`config.mk`:
```
export PLATFORM = sky130hd
export DESIGN_NAME = xrv_bus_arb
export DESIGN_NICKNAME = d
export VERILOG_FILES = /design/src/rtl/xrv_bus_arb_pkg.sv /design/src/rtl/xrv_bus_arb.sv
export SDC_FILE = /design/constraint.sdc
export NUM_CORES = 1
export LEC_CHECK = 0
export ABC_AREA = 1
export CORE_ASPECT_RATIO = 0.9
export CORE_UTILIZATION = 30
export CTS_BUF_LIST = sky130_fd_sc_hd__clkbuf_8 sky130_fd_sc_hd__clkbuf_16
export DETAILED_ROUTE_END_ITERATION = 10
export DONT_BUFFER_PORTS = 1
export PLACE_DENSITY = 0.45
export REMOVE_ABC_BUFFERS = 1
export SETUP_SLACK_MARGIN = 0.5
export SLEW_MARGIN = 25
export SYNTH_ARGS = -nofsm -noshare
export SYNTH_HDL_FRONTEND = slang
export SYNTH_SLANG_ARGS = --single-unit
```
`constraint.sdc`:
```
create_clock -name clk -period 2.8 [get_ports clk]
set_clock_uncertainty 0.15 [all_clocks]
set_input_delay 0.56 -clock clk [delete_from_list [all_inputs] [get_ports clk]]
set_output_delay 0.56 -clock clk [all_outputs]
set_load 0.02 [all_outputs]
```
`src/rtl/xrv_bus_arb_pkg.sv`:
```
// ============================================================================
// Module : xrv_bus_arb_pkg
// Brief  : Shared state/owner encodings and arbitration helper for xrv_bus_arb.
// Rev    : 1.0
// ============================================================================
`default_nettype none

package xrv_bus_arb_pkg;

    typedef enum logic [1:0] {
        IDLE   = 2'd0,
        BUSY_I = 2'd1,
        BUSY_D = 2'd2
    } arb_state_e;

    typedef enum logic {
        OWN_FETCH = 1'b0,
        OWN_DATA  = 1'b1
    } owner_e;

    localparam int unsigned CNT_W    = 16;
    localparam logic [3:0]  FETCH_BE = 4'hf;

    // On a tie the port that was not served last gets the bus.
    function automatic owner_e pick_owner(input logic fetch_req,
                                          input logic data_req,
                                          input owner_e last);
        if (fetch_req && data_req)
            return (last == OWN_FETCH) ? OWN_DATA : OWN_FETCH;
        else if (data_req)
            return OWN_DATA;
        else
            return OWN_FETCH;
    endfunction

endpackage

`default_nettype wire

```
`src/rtl/xrv_bus_arb.sv`:
```
// ============================================================================
// Module : xrv_bus_arb
// Brief  : Round-robin arbiter sharing one memory port between fetch and data.
// Rev    : 1.0
// ============================================================================
`default_nettype none

module xrv_bus_arb
    import xrv_bus_arb_pkg::*;
#(
    parameter int unsigned TIMEOUT = 255
) (
    input  logic        clk,
    input  logic        rst,

    input  logic [31:0] i_addr,
    input  logic        i_rd_req,
    output logic        i_rd_ready,
    output logic [31:0] i_rd_data,

    input  logic [31:0] d_addr,
    input  logic [3:0]  d_be,
    input  logic [31:0] d_wr_data,
    input  logic        d_wr_req,
    input  logic        d_rd_req,
    output logic        d_wr_ready,
    output logic        d_rd_ready,
    output logic [31:0] d_rd_data,

    output logic [31:0] m_addr,
    output logic [3:0]  m_be,
    output logic        m_we,
    output logic [31:0] m_wdata,
    output logic        m_req,
    input  logic        m_ready,
    input  logic [31:0] m_rdata,

    output logic        err,
    output logic        err_owner
);

    localparam logic [CNT_W-1:0] TMO_LIMIT = CNT_W'(TIMEOUT);

    arb_state_e       state;
    owner_e           last_owner;
    logic [CNT_W-1:0] tmo_cnt;

    logic   busy;
    logic   tmo_hit;
    logic   done;
    logic   fetch_req;
    logic   data_req;
    owner_e cur_owner;
    owner_e winner;

    assign busy      = (state != IDLE);
    assign fetch_req = i_rd_req;
    assign data_req  = d_wr_req | d_rd_req;
    assign winner    = pick_owner(fetch_req, data_req, last_owner);
    assign cur_owner = (state == BUSY_D) ? OWN_DATA : OWN_FETCH;

    // A late m_ready on the limit cycle still wins over the abort.
    assign tmo_hit = busy && !m_ready && (tmo_cnt == TMO_LIMIT);
    assign done    = busy && (m_ready || tmo_hit);

    always_ff @(posedge clk or posedge rst) begin
        if (rst) begin
            state      <= IDLE;
            last_owner <= OWN_FETCH;
            tmo_cnt    <= '0;
            m_addr     <= '0;
            m_be       <= '0;
            m_we       <= 1'b0;
            m_wdata    <= '0;
        end else begin
            case (state)
                IDLE: begin
                    if (fetch_req || data_req) begin
                        tmo_cnt <= '0;
                        if (winner == OWN_DATA) begin
                            state   <= BUSY_D;
                            m_addr  <= d_addr;
                            m_be    <= d_be;
                            m_we    <= d_wr_req;
                            m_wdata <= d_wr_data;
                        end else begin
                            state   <= BUSY_I;
                            m_addr  <= i_addr;
                            m_be    <= FETCH_BE;
                            m_we    <= 1'b0;
                            m_wdata <= '0;
                        end
                    end
                end
                BUSY_I, BUSY_D: begin
                    if (done) begin
                        state      <= IDLE;
                        last_owner <= cur_owner;
                    end else begin
                        tmo_cnt <= tmo_cnt + 1'b1;
                    end
                end
                default: state <= IDLE;
            endcase
        end
    end

    assign m_req      = busy && !tmo_hit;

    assign i_rd_ready = (state == BUSY_I) && done;
    assign d_wr_ready = (state == BUSY_D) && m_we && done;
    assign d_rd_ready = (state == BUSY_D) && !m_we && done;
    assign i_rd_data  = m_rdata;
    assign d_rd_data  = m_rdata;

    assign err        = tmo_hit;
    assign err_owner  = cur_owner;

endmodule

`default_nettype wire

```
==> flow_summary.toml, run 1 <==
[outcome]
status = "finished clean"

[logic_synthesis]
synth.avg_cell_area_sq_um = 8.74
synth_area_sq_um = 4620
synth_top_area_share_pct = 47.6
yosysWarnings = 0
seq_area_frac_synth_pct = 47.6
synth_edf_count = 0
async_reset_ff_share_pct = 100
ys_seq_elements = 88
yosys.area.top_type = "dfrtp_1"
synth_area_leaders = "dfrtp_1, buf_4, nand2_1"
syn_inst = 529
ys.flop_type = "dfrtp_1"
yosysUniqueCellTypes = 27

[detailed_routing]
drc = 0
wl_per_cell_microns = 20.0
drtAntennaViolNets = 0
first_pass_iters = 6
drtIter0Drc = 125
routed_via_density = 4.99
routed_wl_mm = 13.6
vias = 3390

[setup_path]
crit_type = "flop to output port"
crit_top_cell = "nand2_4"
crit_fanout = 4
r2r-start = "state[1]"
cp-end-kind = "output port"
path_buf_inv = 2
r2r_end = "m_addr[18]"
max_stage_delay_ps = 400
crit_required_ps = 2090
r2r_cells = 8
crit_chain = "ha_4 > nand2_4 > nor2_4 > nand2_2 > inv_2 > nand2_4 > nand2_4 > nand2_4 > nor3_4 > buf_6"
reg2reg_slack_ps = 780
crit_slowest_cell = "dfrtp_1"
arrival_ps = 1700
path_delay_family = "simple AND/OR/NAND/NOR gates"
cp-start-kind = "flop"
crit_start = "tmo_cnt[0]"

[timing]
period_share_pct = 86.1
fin_crit_ps = 2410
setup_violations = 0
relSlewSlack_pct = 41.6
rsz0062_at_grt = "true"
worstMarginPinSlew_ps = 875
max_freq_mhz = 415
whs_ps = 209
worst_slack_ps = 390
final_hold_viol_count = 0
slew_viol_final = 0

[hold_path]
hp-class = "input port to flop"
hold_depth = 1
hold_end = "m_be[2]"
min-delay-start = "d_be[2]"

[clock_tree]
cts_tree = "built"
cts_made_buffers = 9
htreeDepth = 3
path_clk_slew_ps = 60
cts_root_buf = "clkbuf_16"
ctsLongestPathBuffers = 2
clock-sinks = 88
clk_latency_ps = 350

[pwr]
combPwrFrac_pct = 30.1
p_sw_share_pct = 44.9
power_density_nw_per_um2 = 1170
power.sequential.fraction_pct = 48.9
pwr-share-clk_pct = 21.0
ir_drop_mv = 0.365
p_total_mw = 5.70
p_leak_nw = 2.14
p_switching_mw = 2.56
p_int_mw = 3.14

[place]
portBuffers = 0
gp_congestion = 0.798
place_ws_ps = 377
dp_hpwl_mm = 9.79
place_area_sq_um = 4330

[final_layout]
drive_above_1_share_pct = 16.8
fillers = 1562
synthToLayoutAreaGrowth_pct = 5.33
diodes = 0
nets = 622
stdcell_area_sq_um = 4870
layout_common_cells = "nand2_1, dfrtp_1, nor2_1, o21ai_1"

[grt]
overflow = 0
grtUsageTotal_pct = 17.5
grt_max_degree = 43
antenna_found_initial = 1
grt_pass1_wl_mm = 20.6
grt_pass1_vias = 3342

[die]
core-area_sq_um = 14900
num_rows = 42
die_h_microns = 120
io_pins = 277
fp.dieW_microns = 133
start_util_pct = 31.1
die_area_sq_um = 15900

[run]
max_cap_violations = 0
## Yosys cell counts (5+ instances only)
cell type,count
buf_6,5
nand4_1,5
nand3_1,25
o21ai_1,36
nand2_2,8
o21ai_0,32
nand2_1,88
dfrtp_1,88
clkbuf_1,9
o21ai_2,7
nor2_1,67
buf_2,8
buf_4,66
a22o_1,32
inv_1,22
## cell type report
type	count	area (sq um)	share of cell area, %
clock buffer	10	239	4.91
sequential	88	2200	45.2
tap	198	248	5.09
inverter	26	101	2.08
timing repair buffer	29	236	4.85
multi-input combinational	326	1800	36.9
clock inverter	3	45.0	0.925
## power by group through the flow
stage	Clock (mW)	Combinational (mW)	Sequential, mW
final	1.20	1.71	2.79
after global routing	1.29	1.94	2.84
after CTS	1.25	1.68	2.79
after detailed placement	0	1.59	2.79
after global placement	0	1.52	2.81
after floorplan	0	1.13	2.66
## state kept, by name (all words and copies together), names as in the netlist
name	count
last_owner	1
m_addr	32
m_be	4
m_wdata	32
m_we	1
state	2
tmo_cnt	16
## how the worst max path moves through the flow
stage	cells after the start	end	slack, ps
after global routing	10	d_rd_ready	250
after CTS	10	d_rd_ready	240
after global placement	8	m_req	420
final	10	d_rd_ready	390
after floorplan	1	last_owner	-190
after detailed placement	10	d_rd_ready	380
## kinds of logic (layout without fill, tap and decap cells)
kind of cell	count (synthesis)	after routing	synth area share, %
compound gates	114	114	16.0
fa+ha+maj	4	4	1.08
xor+xnor	4	4	0.757
flops	88	88	47.6
buf+inv	115	68	15.7
simple gates	204	204	18.8
## routing by layer
metal	vias up	wire length [microns]	GRT usage (%)
met2	233	5470	23.3
met1	1565	5850	22.0
met3	11	2100	12.2
met5	-	63	6.86
li1	1579	-	-
met4	2	139	4.45
## worst reg2reg max path, stage by stage (launching register included)
cell	delay, ps
dfrtp_1	380
inv_2	90
ha_4	150
buf_4	140
inv_2	80
a21oi_2	170
buf_4	360
o21ai_0	230
o21ai_1	180
## per-stage QoR
| step | util (%) | TNS, ps | std cells |
|---|---|---|---|
| final | 32.8 | 0 | 680 |
| after global routing | 32.8 | 0 | 680 |
| after floorplan | - | -16600 | 440 |
| after global placement | 29.1 | 0 | 648 |
| after CTS | 32.0 | 0 | 671 |
| after detailed placement | 29.1 | 0 | 648 |
## timing repair
item,CTS,global route
pin swaps,9,7
hold buffers,1,0
endpoints found under the setup margin,6,16
hold endpoints to repair,9,0
buffers inserted,9,9
resized for setup,16,11
(Power assumes the default switching activity.)
==> inputs of run 2 (changes only) <==
Settings changed: ABC_CLOCK_PERIOD_IN_PS set to 2800, CORE_AREA set to 2 2 107 109, CORE_ASPECT_RATIO 0.9 to unset, CORE_UTILIZATION 30 to unset, DIE_AREA set to 0 0 109 111, PLACE_DENSITY 0.45 to 0.59.
==> run 2 against run 1 <==
- cell count shrank 8.5%
- register-to-register slack lost 20 ps
- clock power shrank 5%
- power shrank 2.6%
- flip-flop and latch count is the same
- global-route usage grew 3.9 points
- combinational power shrank 5%
- via count grew 1.9%
- die area shrank 24%
- worst hold slack lost 130 ps
==> flow_summary.toml, run 2 (synthesis results as in run 1) <==
[outcome]
status = "finished clean"

[setup_path]
cp-start-kind = "flop"
crit_slowest_cell = "dfrtp_1"
reg2reg_slack_ps = 760
r2r_cells = 8
crit_chain = "ha_4 > nand2_4 > nor2_4 > nand2_4 > inv_2 > nand2_2 > nand2_2 > nand2_4 > nor3_2 > buf_4"
crit_required_ps = 2090
path_buf_inv = 2
crit_top_cell = "nand2_4"
r2r_end = "m_addr[1]"
max_stage_delay_ps = 400
cp-end-kind = "output port"
path_delay_family = "simple AND/OR/NAND/NOR gates"
crit_type = "flop to output port"
r2r-start = "state[0]"
arrival_ps = 1810
crit_fanout = 5

[detailed_routing]
drtIter0Drc = 148
routed_via_density = 5.56
first_pass_iters = 4
wl_per_cell_microns = 20.6
drtAntennaViolNets = 0
drc = 0
vias = 3456
routed_wl_mm = 12.8

[place]
gp_congestion = 0.840
portBuffers = 0
dp_hpwl_mm = 9.35
dp.cells = 594
place_area_sq_um = 4260

[timing]
relSlewSlack_pct = 42.5
slew_viol_final = 0
fin_crit_ps = 2520
worstMarginPinSlew_ps = 862
setup_violations = 0
max_freq_mhz = 396
period_share_pct = 90.1
final_hold_viol_count = 0
final.setup.tns_ps = 0
rsz0062_at_grt = "true"

[final_layout]
layout_common_cells = "dfrtp_1, nand2_1, nor2_1, o21ai_1"
largestRegisters = "m_addr: 32 flops, m_wdata: 32 flops, tmo_cnt: 16 flops"
final_common_cell = "dfrtp_1"
fin_cells = 622
synthToLayoutAreaGrowth_pct = 2.16
drive_above_1_share_pct = 16.5
diodes = 0
nets = 616
stdcell_area_sq_um = 4720

[clock_tree]
cts-hold-fix-buffers = 0
clock-sinks = 88
htreeDepth = 3
path_clk_slew_ps = 70
ctsLongestPathBuffers = 2
cts_made_buffers = 9
cts_tree = "built"
cts_root_buf = "clkbuf_16"
clk_latency_ps = 340

[die]
die_area_sq_um = 12100
core-area_sq_um = 11100
start_util_pct = 41.7
die_h_microns = 111
num_rows = 39
io_pins = 277
fp.dieW_microns = 109

[grt]
antenna_found_initial = 0
grt_max_degree = 47
grt_pass1_vias = 3398
overflow = 0
grt_pass1_wl_mm = 19.2
grtUsageTotal_pct = 21.4

[pwr]
ir_drop_mv = 0.597
power_density_nw_per_um2 = 1180
p_total_mw = 5.55
p_leak_nw = 2.10

[hold_path]
hp-class = "input port to async pin"

[run]
max_cap_violations = 0
## run 2: per-layer routing
metal	wire [microns]	up-vias	global-route usage (%)	share of wire, %
met5	79	-	9.38	0.62
met4	219	2	8.21	1.7
met3	2000	18	14.8	16
met2	5360	219	28.1	42
met1	5130	1650	26.5	40
li1	-	1567	-	-
## run 2: worst max-delay path by stage
stage / start / to / cells past startpoint / slack, ps
after floorplan: rst / last_owner / 1 / -190
after global placement: tmo_cnt[0] / d_wr_ready / 10 / 510
after detailed placement: tmo_cnt[0] / d_rd_ready / 10 / 470
after CTS: state[0] / d_rd_ready / 10 / 300
after global routing: state[0] / d_wr_ready / 10 / 170
final: tmo_cnt[0] / d_wr_ready / 10 / 280
## run 2: worst register-to-register path, stage by stage (launching register included)
cell and delay, ps:
dfrtp_1 400, inv_2 90, ha_4 140, buf_4 150, inv_2 80, a21oi_2 190
buf_4 360, o21ai_0 240, o21ai_1 170
## run 2: repair_timing
item / 4_1_cts / 5_1_grt
setup endpoints to repair: 5 / 48
setup buffers: 6 / 6
gates resized for setup: 13 / 12
hold endpoints to repair: 0 / 0
pin swaps: 4 / 3
## run 2: power by group
group | total, mW | switching, mW | leakage, nW | internal, mW
sequential | 2.79 | 1.00 | 1.10 | 1.78
combinational | 1.63 | 1.02 | 0.865 | 0.608
clock | 1.14 | 0.526 | 0.137 | 0.609
## run 2: stage by stage
step	setup WS (ps)	utilization [%]	hold slack, ps
after detailed placement	469	38.4	313
after CTS	302	41.8	101
after global routing	174	42.7	133
after floorplan	-189	-	292
final	277	42.7	77.9
after global placement	508	38.4	313
## run 2: final cells by class
class / instances / area, sq um
multi-input cells: 326 / 1780
fillers: 1074 / 6350
repair buffers: 23 / 176
flip-flops and latches: 88 / 2200
clock buffers: 9 / 225
clock inverters: 7 / 52.6
well taps: 143 / 179
inverters: 26 / 105
